===== src/rtl/ppe_row_buffer.sv =====
// Ping-pong row buffer for one PPE: stores IFMAP rows pushed by the router,
// prefetches the next row from IFMAP memory and streams 5-bit sliding windows.
module ppe_row_buffer #(
  parameter int PE_ID       = 5,
  parameter int IMEM_ID     = 11,
  parameter int IFMAP_SIZE  = 25,
  parameter int FILTER_SIZE = 5,
  parameter int ROWS_PER_TS = 5
) (
  input  logic                   clk,
  input  logic                   rst_n,
  input  logic                   pkt_in_valid,
  output logic                   pkt_in_ready,
  input  logic [32:0]            pkt_in_data,
  output logic                   pkt_out_valid,
  input  logic                   pkt_out_ready,
  output logic [32:0]            pkt_out_data,
  output logic                   win_valid,
  input  logic                   win_ready,
  output logic [FILTER_SIZE-1:0] win_data,
  output logic [4:0]             win_col,
  output logic [2:0]             win_row,
  output logic                   ts_done,
  output logic                   pkt_drop
);

  localparam logic [4:0] LAST_COL = 5'(IFMAP_SIZE - FILTER_SIZE);
  localparam logic [3:0] OP_PPE_INPUT = 4'd1;

  typedef enum logic [1:0] {S_IDLE, S_STREAM, S_DONE} state_t;

  state_t                r_state;
  logic [IFMAP_SIZE-1:0] r_slot [2];
  logic [1:0]            r_full;
  logic                  r_wr_ptr;
  logic                  r_rd_ptr;
  logic [2:0]            r_rows_rx;
  logic                  r_outstanding;
  logic                  r_pkt_out_valid;
  logic                  r_pkt_drop;
  logic [4:0]            r_win_col;
  logic [2:0]            r_win_row;

  logic       w_in_hs;
  logic       w_row_ok;
  logic       w_win_hs;
  logic       w_row_end;
  logic       w_out_hs;
  logic       w_wr_sel;
  logic [2:0] w_rows_cur;
  logic [2:0] w_rows_nxt;
  logic       w_out_nxt;
  logic [1:0] w_full_nxt;
  logic [1:0] w_pop_nxt;
  logic       w_req_cond;

  // DONE clears the timestep bookkeeping, so a row landing that cycle sees the fresh state.
  assign w_rows_cur = (r_state == S_DONE) ? 3'd0 : r_rows_rx;
  assign w_wr_sel   = (r_state == S_DONE) ? 1'b0 : r_wr_ptr;

  assign pkt_in_ready = !(r_full[0] & r_full[1]);
  assign w_in_hs   = pkt_in_valid & pkt_in_ready;
  assign w_row_ok  = w_in_hs && (pkt_in_data[32:29] == 4'(PE_ID))
                     && (pkt_in_data[28:25] == OP_PPE_INPUT)
                     && (w_rows_cur < 3'(ROWS_PER_TS));
  assign w_win_hs  = (r_state == S_STREAM) & win_ready;
  assign w_row_end = w_win_hs && (r_win_col == LAST_COL);
  assign w_out_hs  = r_pkt_out_valid & pkt_out_ready;

  assign w_rows_nxt = w_rows_cur + {2'b00, w_row_ok};

  always_comb begin
    // NOTE: every always_comb output gets a default first so no latch is inferred.
    w_full_nxt = r_full;
    if (w_row_end) w_full_nxt[r_rd_ptr] = 1'b0;
    if (w_row_ok)  w_full_nxt[w_wr_sel] = 1'b1;
    w_out_nxt = r_outstanding;
    if (w_row_ok) w_out_nxt = 1'b0;
    if (w_out_hs) w_out_nxt = 1'b1;
  end

  assign w_pop_nxt = {1'b0, w_full_nxt[0]} + {1'b0, w_full_nxt[1]};

  // Evaluated on next-state values so a request leaves one cycle after the row that enables it.
  assign w_req_cond = ({1'b0, w_rows_nxt} + {3'b000, w_out_nxt} < 4'(ROWS_PER_TS))
                      && ({1'b0, w_pop_nxt} + {2'b00, w_out_nxt} < 3'd2)
                      && (w_rows_nxt != 3'd0)
                      && !w_out_nxt;

  // NOTE: row storage has no reset; contents are only observed behind a set full bit.
  always_ff @(posedge clk) begin
    if (w_row_ok) r_slot[w_wr_sel] <= pkt_in_data[IFMAP_SIZE-1:0];
  end

  always_ff @(posedge clk or negedge rst_n) begin
    if (!rst_n) begin
      // NOTE: sequential state uses non-blocking assignments so all registers update together.
      r_full          <= 2'b00;
      r_wr_ptr        <= 1'b0;
      r_rows_rx       <= 3'd0;
      r_outstanding   <= 1'b0;
      r_pkt_out_valid <= 1'b0;
      r_pkt_drop      <= 1'b0;
    end else begin
      r_full        <= w_full_nxt;
      r_rows_rx     <= w_rows_nxt;
      r_outstanding <= w_out_nxt;
      r_pkt_drop    <= w_in_hs & !w_row_ok;
      if (w_row_ok)               r_wr_ptr <= ~w_wr_sel;
      else if (r_state == S_DONE) r_wr_ptr <= 1'b0;
      if (!(r_pkt_out_valid && !pkt_out_ready)) r_pkt_out_valid <= w_req_cond;
    end
  end

  always_ff @(posedge clk or negedge rst_n) begin
    if (!rst_n) begin
      r_state   <= S_IDLE;
      r_rd_ptr  <= 1'b0;
      r_win_col <= 5'd0;
      r_win_row <= 3'd0;
    end else begin
      case (r_state)
        S_IDLE: begin
          if (w_full_nxt[r_rd_ptr]) r_state <= S_STREAM;
        end
        S_STREAM: begin
          if (w_row_end) begin
            r_rd_ptr  <= ~r_rd_ptr;
            r_win_col <= 5'd0;
            r_win_row <= r_win_row + 3'd1;
            if (r_win_row == 3'(ROWS_PER_TS - 1)) r_state <= S_DONE;
            else if (!w_full_nxt[~r_rd_ptr])      r_state <= S_IDLE;
          end else if (w_win_hs) begin
            r_win_col <= r_win_col + 5'd1;
          end
        end
        S_DONE: begin
          r_state   <= S_IDLE;
          r_rd_ptr  <= 1'b0;
          r_win_row <= 3'd0;
        end
        default: r_state <= S_IDLE;
      endcase
    end
  end

  assign win_valid     = (r_state == S_STREAM);
  assign win_data      = win_valid ? r_slot[r_rd_ptr][r_win_col +: FILTER_SIZE] : '0;
  assign win_col       = r_win_col;
  assign win_row       = r_win_row;
  assign ts_done       = (r_state == S_DONE);
  assign pkt_drop      = r_pkt_drop;
  assign pkt_out_valid = r_pkt_out_valid;
  assign pkt_out_data  = r_pkt_out_valid ? {4'(IMEM_ID), 4'(PE_ID), 25'd0} : 33'd0;

endmodule


===== config.mk =====
export PLATFORM = sky130hd
export DESIGN_NAME = ppe_row_buffer
export DESIGN_NICKNAME = d
export VERILOG_FILES = /design/src/rtl/ppe_row_buffer.sv
export SDC_FILE = /design/constraint.sdc
export NUM_CORES = 1
export LEC_CHECK = 0
export ABC_CLOCK_PERIOD_IN_PS = 2760
export CAP_MARGIN = 20
export CORE_ASPECT_RATIO = 1.75
export CORE_MARGIN = 5
export CORE_UTILIZATION = 45
export DETAILED_ROUTE_END_ITERATION = 8
export PLACE_DENSITY = 0.73
export SLEW_MARGIN = 20
export SYNTH_ARGS = -nofsm -noshare
export SYNTH_HDL_FRONTEND = slang
export SYNTH_SLANG_ARGS = --single-unit

===== constraint.sdc =====
create_clock -name clk -period 2.76 [get_ports clk]
set_input_delay 0.552 -clock clk [delete_from_list [all_inputs] [get_ports clk]]
set_output_delay 0.552 -clock clk [all_outputs]
set_load 0.01 [all_outputs]

==> results of run 1 <==
-- area by class of cell --
class | instances | area [um^2] | area share
inverters | 11 | 41.3 | 0.00737
repair buffers | 126 | 1160 | 0.208
multi-input cells | 218 | 1980 | 0.353
well taps | 120 | 150 | 0.0268
clock buffers | 10 | 229 | 0.0409
clock inverters | 6 | 37.5 | 0.00670
flip-flops and latches | 70 | 2000 | 0.358
-- cell usage after synthesis (all sizes together), types with 3 or more instances --
master / instances
a21oi: 8
mux2i: 28
inv: 11
nor2: 16
nor3: 7
xnor2: 3
nor4: 4
nand3: 3
o41ai: 3
dfrtp: 20
buf: 41
clkbuf: 8
and3: 3
a311oi: 3
ha: 10
nand2: 20
nand2b: 8
o21ai: 8
nor2b: 4
and2: 5
edfxtp: 50
o32ai: 3
mux4: 20
-- through the flow --
step,cells,cell area [um^2]
after floorplan,348,4210
after CTS,556,5510
after global placement,530,5020
after global routing,561,5600
final,561,5600
after detailed placement,530,5020
-- layer usage --
metal	share of wire	global-route usage
met4	0.035	0.0860
met2	0.54	0.332
met5	0	0
met3	0.054	0.0458
met1	0.37	0.200
-- worst paths after layout --
path                            start            end  slack [ns]
max                          r_rd_ptr    win_data[2]       -0.23
min                        r_state[1]     r_state[0]        0.55
max reg2reg                r_state[1]  pkt_out_valid        0.21
min reg2reg                r_state[1]     r_state[0]        0.55
max in group asynchronous       rst_n       r_rd_ptr        1.95
min in group asynchronous       rst_n     win_col[0]        0.57
-- power by group through the flow --
stage / Clock [mW] / Combinational (mW) / Sequential (mW)
finish: 1.03 / 2.81 / 1.34
CTS: 1.06 / 2.75 / 1.34
global placement: 0 / 2.45 / 1.36
global route: 1.10 / 3.01 / 1.36
floorplan: 0 / 1.54 / 1.35
detailed placement: 0 / 2.48 / 1.36
-- kinds of logic after synthesis --
logic type | Yosys count | share of synthesized area
AND/OR/NAND/NOR | 80 | 0.102
multiplexers | 50 | 0.187
other | 1 | 0.000919
XOR/XNOR | 5 | 0.0107
flip-flops | 70 | 0.490
adder cells (fa/ha/maj) | 10 | 0.0307
buffers and inverters | 60 | 0.0972
AO/OA/AOI/OAI | 45 | 0.0809
-- critical path, stage by stage (launching register included) --
cell     delay (ns)
dfrtp_2        0.48
buf_6          0.18
buf_6          0.10
mux4_2         0.51
mux4_2         0.49
a22o_1         0.20
buf_2          0.14
-- flip-flops by register name, indices dropped and copies added, names as in the netlist --
signal and flops:
win_row 3, r_rows_rx 3, pkt_drop 1, r_slot 50
r_state 2, r_outstanding 1, win_col 5, r_full 2
r_wr_ptr 1, r_rd_ptr 1, pkt_out_valid 1
-- what timing repair did --
action | CTS | global route
pin swaps | 19 | 12
setup endpoints to repair | 6 | 6
resized for setup | 62 | 14
gates cloned | 0 | 0
setup buffers | 12 | 5
==> results.json, run 1 <==
{
  "antenna_found_initial": 0,
  "clock_latency_ns": 0.34,
  "fmax_mhz": 335,
  "synth_top_area_share": 0.368,
  "start_util": 0.455,
  "grt_pass1_vias": 3092,
  "critPathCaptureType": "output pin",
  "drive_gt1_frac": 0.308,
  "syn_area_per_cell_um2": 12.7,
  "antennaDiodeCount": 0,
  "core_um2": 8980,
  "die_h_um": 136,
  "io_buffer_count": 60,
  "post-dp-hpwl_um": 7270,
  "hold_slack_ns": 0.553,
  "finalMaxSlewViolations": 0,
  "synth_seq_area_share": 0.490,
  "nets": 484,
  "rsz0062_at_grt": "yes",
  "min_path_cells": 1,
  "vdd_drop_max_uv": 600,
  "n_fill_cell": 696,
  "finalCritPeriodShare": 1.08,
  "setup_viol": 5,
  "cp_max_fo": 7,
  "start_kind": "register",
  "syn_area_um2": 4080,
  "cap_violations": 0,
  "total_power_mw": 5.18,
  "hold_violations": 0,
  "period_needed_ns": 2.99,
  "worst_slack_ns": -0.226,
  "vias": 2987,
  "drt-vias-per-instance": 5.32,
  "p_sw_mw": 1.87,
  "drt_iter0_markers": 185,
  "grt.overflow.total": 0,
  "finClkSkew_ns": 0.00545,
  "cts_tree": "built",
  "internal_power_mw": 3.31,
  "p_comb_frac": 0.542,
  "syn_inst": 321,
  "layout_commonest_cell": "buf_4",
  "cts_hold_buf": 0,
  "min_path_type": "reg2reg",
  "ys_dominant_reg_cell": "edfxtp_1",
  "clk_pin_slew_worst_paths_ns": 0.05,
  "gp_congestion": 0.912,
  "synth.area.top_cells": "edfxtp_1, dfrtp_1, mux4_2",
  "crit_type": "reg2out",
  "grt_max_degree": 26,
  "leakage_nw": 2.28,
  "die_x_um": 82.0,
  "numCtsBuffers": 9,
  "pin_count": 89,
  "async_flop_share": 0.286,
  "pre_cts_ws_ns": -0.446,
  "setup-tns-final_ns": -0.915,
  "cts_max_path_buffers": 2,
  "ant_nets": 0,
  "synth_edf_count": 50,
  "row_count": 46,
  "clockPowerShare": 0.199,
  "grt_first_pass_wirelength_um": 15400,
  "mostFrequentLayoutCells": "buf_4, edfxtp_1, clkdlybuf4s50_1",
  "drc": 0,
  "yosysWarnings": 0,
  "post_synth_num_cell_types": 54,
  "area_delta_synth_final_pct": 37.2,
  "violations": "negative setup slack",
  "grtUsageTotal": 0.186,
  "cts-root-buf": "clkbuf_16",
  "worst-r2r-cell-count": 11,
  "yosysTopAreaCell": "edfxtp_1",
  "die_area_um2": 11100,
  "outcome": "finished with violations",
  "htreeDepth": 3,
  "cts.sinks": 70,
  "ys_seq_elements": 70,
  "power_density_nw_per_um2": 925,
  "worstPathRequired_ns": 2.21,
  "wire_per_inst_um": 17.6,
  "p_seq_frac": 0.259,
  "first_pass_iters": 4,
  "postLayoutCoreUtil": 0.624,
  "swShare": 0.361,
  "arrival_ns": 2.43,
  "finalWirelength_um": 9870
}
(Power assumes the default switching activity.)
==> inputs of run 2 (changes only) <==
- CORE_MARGIN: 5 -> 2
- REMOVE_ABC_BUFFERS: default -> 1
==> results.json, run 2 (synthesized netlist as in run 1, its figures left out) <==
{
  "total_power_mw": 5.27,
  "crit_type": "reg2out",
  "rsz0062_at_grt": "yes",
  "cts_hold_buf": 0,
  "setup_viol": 5,
  "critPathCaptureType": "output pin",
  "cp_num_buf_inv": 3,
  "p_seq_frac": 0.253,
  "outcome": "finished with violations",
  "core_um2": 8920,
  "min_path_type": "in2reg",
  "drt_iter0_markers": 158,
  "hold_slack_ns": 0.540,
  "clock_latency_ns": 0.33,
  "antennaDiodeCount": 0,
  "drt-vias-per-instance": 5.48,
  "die_area_um2": 9880,
  "finClkSkew_ns": 0.00296,
  "die_x_um": 76.0,
  "antenna_found_initial": 0,
  "grt_first_pass_wirelength_um": 16200,
  "p_comb_frac": 0.523,
  "internal_power_mw": 3.46,
  "area_delta_synth_final_pct": 36.8,
  "pre_cts_ws_ns": -0.635,
  "vdd_drop_max_uv": 598,
  "leakage_nw": 2.18,
  "worstPathRequired_ns": 2.21,
  "finalMaxSlewViolations": 0,
  "swShare": 0.344,
  "cp_slowest_cell": "mux4_2",
  "arrival_ns": 2.46,
  "first_pass_iters": 4,
  "nets": 475,
  "n_fill_cell": 692,
  "cts_max_path_buffers": 2,
  "mostFrequentLayoutCells": "edfxtp_1, clkdlybuf4s50_1, buf_4",
  "gp_congestion": 0.885,
  "cts_tree": "built",
  "grt_pass1_vias": 3196,
  "pin_count": 89,
  "grtUsageTotal": 0.214,
  "cp_num_cells": 7,
  "vias": 3021,
  "multiInputGateArea_um2": 1970,
  "largest_reg_flops": 50,
  "cts-root-buf": "clkbuf_16",
  "cp_cell_sequence": "buf_6 > buf_12 > mux4_2 > mux4_2 > nor2_2 > o41ai_2 > buf_2",
  "path_delay_family": "multiplexers",
  "hold_violations": 0,
  "largest-register": "r_slot",
  "cts.sinks": 70,
  "worst-r2r-cell-count": 11,
  "clockPowerShare": 0.224,
  "io_buffer_count": 60,
  "seq_area_um2": 2000,
  "grt.overflow.total": 0,
  "violations": "negative setup slack",
  "cap_violations": 0,
  "die_h_um": 130,
  "cp_max_fo": 10,
  "wire_per_inst_um": 17.8,
  "numCtsBuffers": 9,
  "worst_path_most_repeated_cell": "mux4_2",
  "start_util": 0.458,
  "period_needed_ns": 3.01,
  "r2r_setup_slack_ns": 0.15,
  "start_kind": "register",
  "slowest_delay_ns": 0.54,
  "worst_slack_ns": -0.247,
  "post-dp-hpwl_um": 7210,
  "htreeDepth": 3,
  "clk_pin_slew_worst_paths_ns": 0.05,
  "fmax_mhz": 333,
  "drive_gt1_frac": 0.292,
  "power_density_nw_per_um2": 944,
  "drc": 0,
  "finalCritPeriodShare": 1.09,
  "grt_max_degree": 22,
  "min_path_cells": 3,
  "ant_nets": 0,
  "row_count": 46,
  "finalWirelength_um": 9830,
  "layout_commonest_cell": "edfxtp_1",
  "p_sw_mw": 1.81
}
==> run 2: cell types whose count changed in the layout (fill, tap and decap cells not counted), moves of 2 or more <==
cell,before,now
bufinv_16,0,2
mux2i_4,1,3
dlymetal6s2s_1,8,1
o41ai_1,0,2
buf_4,55,44
dlygate4sd2_1,0,6
nor2_2,4,2
buf_12,3,7
clkdlybuf4s15_1,0,2
nand2_2,2,0
buf_6,9,5
==> run 2: power groups by stage <==
stage               clock network (mW)  registers [mW]  logic (mW)
global placement                     0            1.34        2.44
CTS                               1.20            1.33        2.71
global route                      1.23            1.35        2.96
detailed placement                   0            1.35        2.45
floorplan                            0            1.54        1.16
finish                            1.18            1.33        2.75
==> run 2: worst paths after layout <==
| path | from | end |
|---|---|---|
| max | r_rd_ptr | win_data[3] |
| min | pkt_in_valid | pkt_drop |
| max reg2reg | r_state[1] | pkt_out_valid |
| min reg2reg | r_full[0] | r_full[0] |
| max in group asynchronous | rst_n | r_rd_ptr |
| min in group asynchronous | rst_n | win_col[2] |
==> run 2: metrics by stage <==
step / cell area (um^2) / instances / TNS, ns / util
detailed placement: 4950 / 520 / -1.90 / 0.555
global route: 5580 / 551 / -1.41 / 0.626
floorplan: 3830 / 299 / -2.60 / -
CTS: 5530 / 548 / -0.962 / 0.619
finish: 5580 / 551 / -1.07 / 0.626
global placement: 4950 / 520 / -1.77 / 0.555
==> run 2: tightest hold or removal path, stage by stage <==
cell	delay [ns]
dlymetal6s2s_1	0.14
nand2_1	0.08
nor2_1	0.05
==> run 2: final cells by class <==
cell class / count / share of cell area
Inverter: 11 / 0.00740
Sequential cell: 70 / 0.359
Tap cell: 120 / 0.0269
Multi-Input combinational cell: 218 / 0.353
Clock buffer: 11 / 0.0417
Clock inverter: 4 / 0.0130
Timing Repair Buffer: 117 / 0.199
==> run 2: metal layers <==
layer | GRT usage | vias to the layer above | part of all wire
met4 | 0.136 | 0 | 0.051
met3 | 0.0373 | 40 | 0.044
met5 | 0 | - | 0
li1 | - | 1372 | -
met1 | 0.222 | 1494 | 0.35
met2 | 0.399 | 115 | 0.55
==> run 2: what timing repair did <==
action | in CTS | in global routing
setup buffers | 14 | 3
pin swaps | 13 | 10
setup endpoints to repair | 6 | 6
gates resized for setup | 74 | 11
==> inputs of run 3 (changes only) <==
- CORE_MARGIN: 2 -> 10
==> results.json, run 3 (synthesized netlist as in run 1, its figures left out) <==
{
  "gp_congestion": 0.893,
  "pin_count": 89,
  "vias": 3013,
  "first_pass_iters": 4,
  "fmax_mhz": 335,
  "start_kind": "register",
  "min_path_type": "reg2reg",
  "nets": 489,
  "tightestPinTransition_ns": 0.620,
  "numCtsBuffers": 9,
  "worst_slack_ns": -0.229,
  "row_count": 45,
  "area_delta_synth_final_pct": 38.5,
  "outcome": "finished with violations",
  "rsz0062_at_grt": "yes",
  "finalCritPeriodShare": 1.08,
  "die_h_um": 146,
  "worst-r2r-cell-count": 11,
  "finClkSkew_ns": 0.00597,
  "cp_max_fo": 6,
  "layout_commonest_cell": "buf_4",
  "cts.sinks": 70,
  "placed_area_um2": 5040,
  "cts_tree": "built",
  "wire_per_inst_um": 18.0,
  "htreeDepth": 3,
  "cts_max_path_buffers": 2,
  "grt_pass1_vias": 3189,
  "post-dp-hpwl_um": 7590,
  "cts-root-buf": "clkbuf_16",
  "die_area_um2": 13400,
  "mostFrequentLayoutCells": "buf_4, edfxtp_1, clkdlybuf4s50_1",
  "ant_nets": 0,
  "crit_type": "reg2out",
  "setup_viol": 5,
  "period_needed_ns": 2.99,
  "drt_iter0_markers": 202,
  "finalMaxSlewViolations": 0,
  "arrival_ns": 2.44,
  "grt.overflow.total": 0,
  "hold_slack_ns": 0.555,
  "grtUsageTotal": 0.154,
  "critPathCaptureType": "output pin",
  "power_density_nw_per_um2": 948,
  "largest_reg_flops": 50,
  "finalWirelength_um": 10100,
  "hold_violations": 0,
  "largest-register": "r_slot",
  "drt-vias-per-instance": 5.35,
  "cap_violations": 0,
  "die_x_um": 92.0,
  "grt_first_pass_wirelength_um": 16400,
  "io_buffer_count": 60,
  "worstPathRequired_ns": 2.21,
  "start_util": 0.465,
  "leakage_nw": 2.25,
  "clk_pin_slew_worst_paths_ns": 0.05,
  "grt_max_degree": 26,
  "relSlewSlack": 0.585,
  "vdd_drop_max_uv": 611,
  "drive_gt1_frac": 0.316,
  "core_um2": 8780,
  "setup-tns-final_ns": -0.973,
  "min_path_cells": 1,
  "design_area_um2": 5650,
  "violations": "negative setup slack",
  "n_fill_cell": 696,
  "drc": 0,
  "antenna_found_initial": 0,
  "antennaDiodeCount": 0,
  "clock_latency_ns": 0.33,
  "pre_cts_ws_ns": -0.579
}
run 3: cell count changes in the layout (fill, tap and decap cells not counted), sizes merged:
cell	previous run	this run
dlygate4sd2	6	8
clkdlybuf4s50	46	47
clkinv	1	2
bufinv	2	1
buf	62	76
clkbuf	11	12
clkdlybuf4s15	2	0
dlymetal6s2s	1	0
run 3: cell type report:
type	count	area, um^2	share of cell area
Timing Repair Buffer	131	1210	0.214
Multi-Input combinational cell	218	1970	0.348
Tap cell	117	146	0.0259
Sequential cell	70	2000	0.354
Clock buffer	12	236	0.0418
Clock inverter	4	47.5	0.00841
Inverter	11	41.3	0.00730
run 3: critical path, cell delays in order (launching register included):
cell and delay (ns):
dfrtp_2 0.43, buf_8 0.15, buf_8 0.13, buf_4 0.13, mux2i_2 0.16, mux4_2 0.50
o211ai_2 0.16, o311ai_1 0.11, a21oi_1 0.16, buf_2 0.16
run 3: metrics by stage:
stage	std cells	util	power [mW]
after floorplan	299	-	2.71
after global placement	531	0.574	3.87
after detailed placement	531	0.574	3.89
after CTS	560	0.637	5.32
after global routing	563	0.644	5.67
final	563	0.644	5.36
run 3: repair_timing:
| action | CTS | global route |
|---|---|---|
| gates resized for setup | 72 | 8 |
| setup endpoints to repair | 6 | 6 |
| endpoints found under the hold margin | 0 | 0 |
| hold buffers | 0 | 0 |
| pin swaps | 20 | 8 |
| buffers inserted | 14 | 3 |
run 3: final timing paths:
check | slack (ns) | endpoint | start
worst max-delay path | -0.23 | win_data[0] | r_rd_ptr
worst min-delay path | 0.56 | r_full[0] | r_full[0]
worst min register to register | 0.56 | r_full[0] | r_full[0]
max in group asynchronous | 1.60 | pkt_out_valid | rst_n
min in group asynchronous | 0.61 | win_row[2] | rst_n
worst max register to register | 0.14 | pkt_out_valid | r_state[1]
run 3: metal layers:
layer,share of wire,vias to the layer above,global-route usage,routed length [um]
met2,0.55,92,0.281,5620
met4,0.025,0,0.0705,253
met1,0.35,1499,0.150,3570
met3,0.069,17,0.0500,695
met5,0,-,0,0
li1,-,1405,-,-
run 3: where the power goes:
| group | leakage, nW | switching (mW) | internal [mW] | total [mW] |
|---|---|---|---|---|
| combinational | 1.43 | 1.37 | 1.58 | 2.95 |
| sequential | 0.689 | 0.0964 | 1.22 | 1.31 |
| clock | 0.137 | 0.401 | 0.696 | 1.10 |
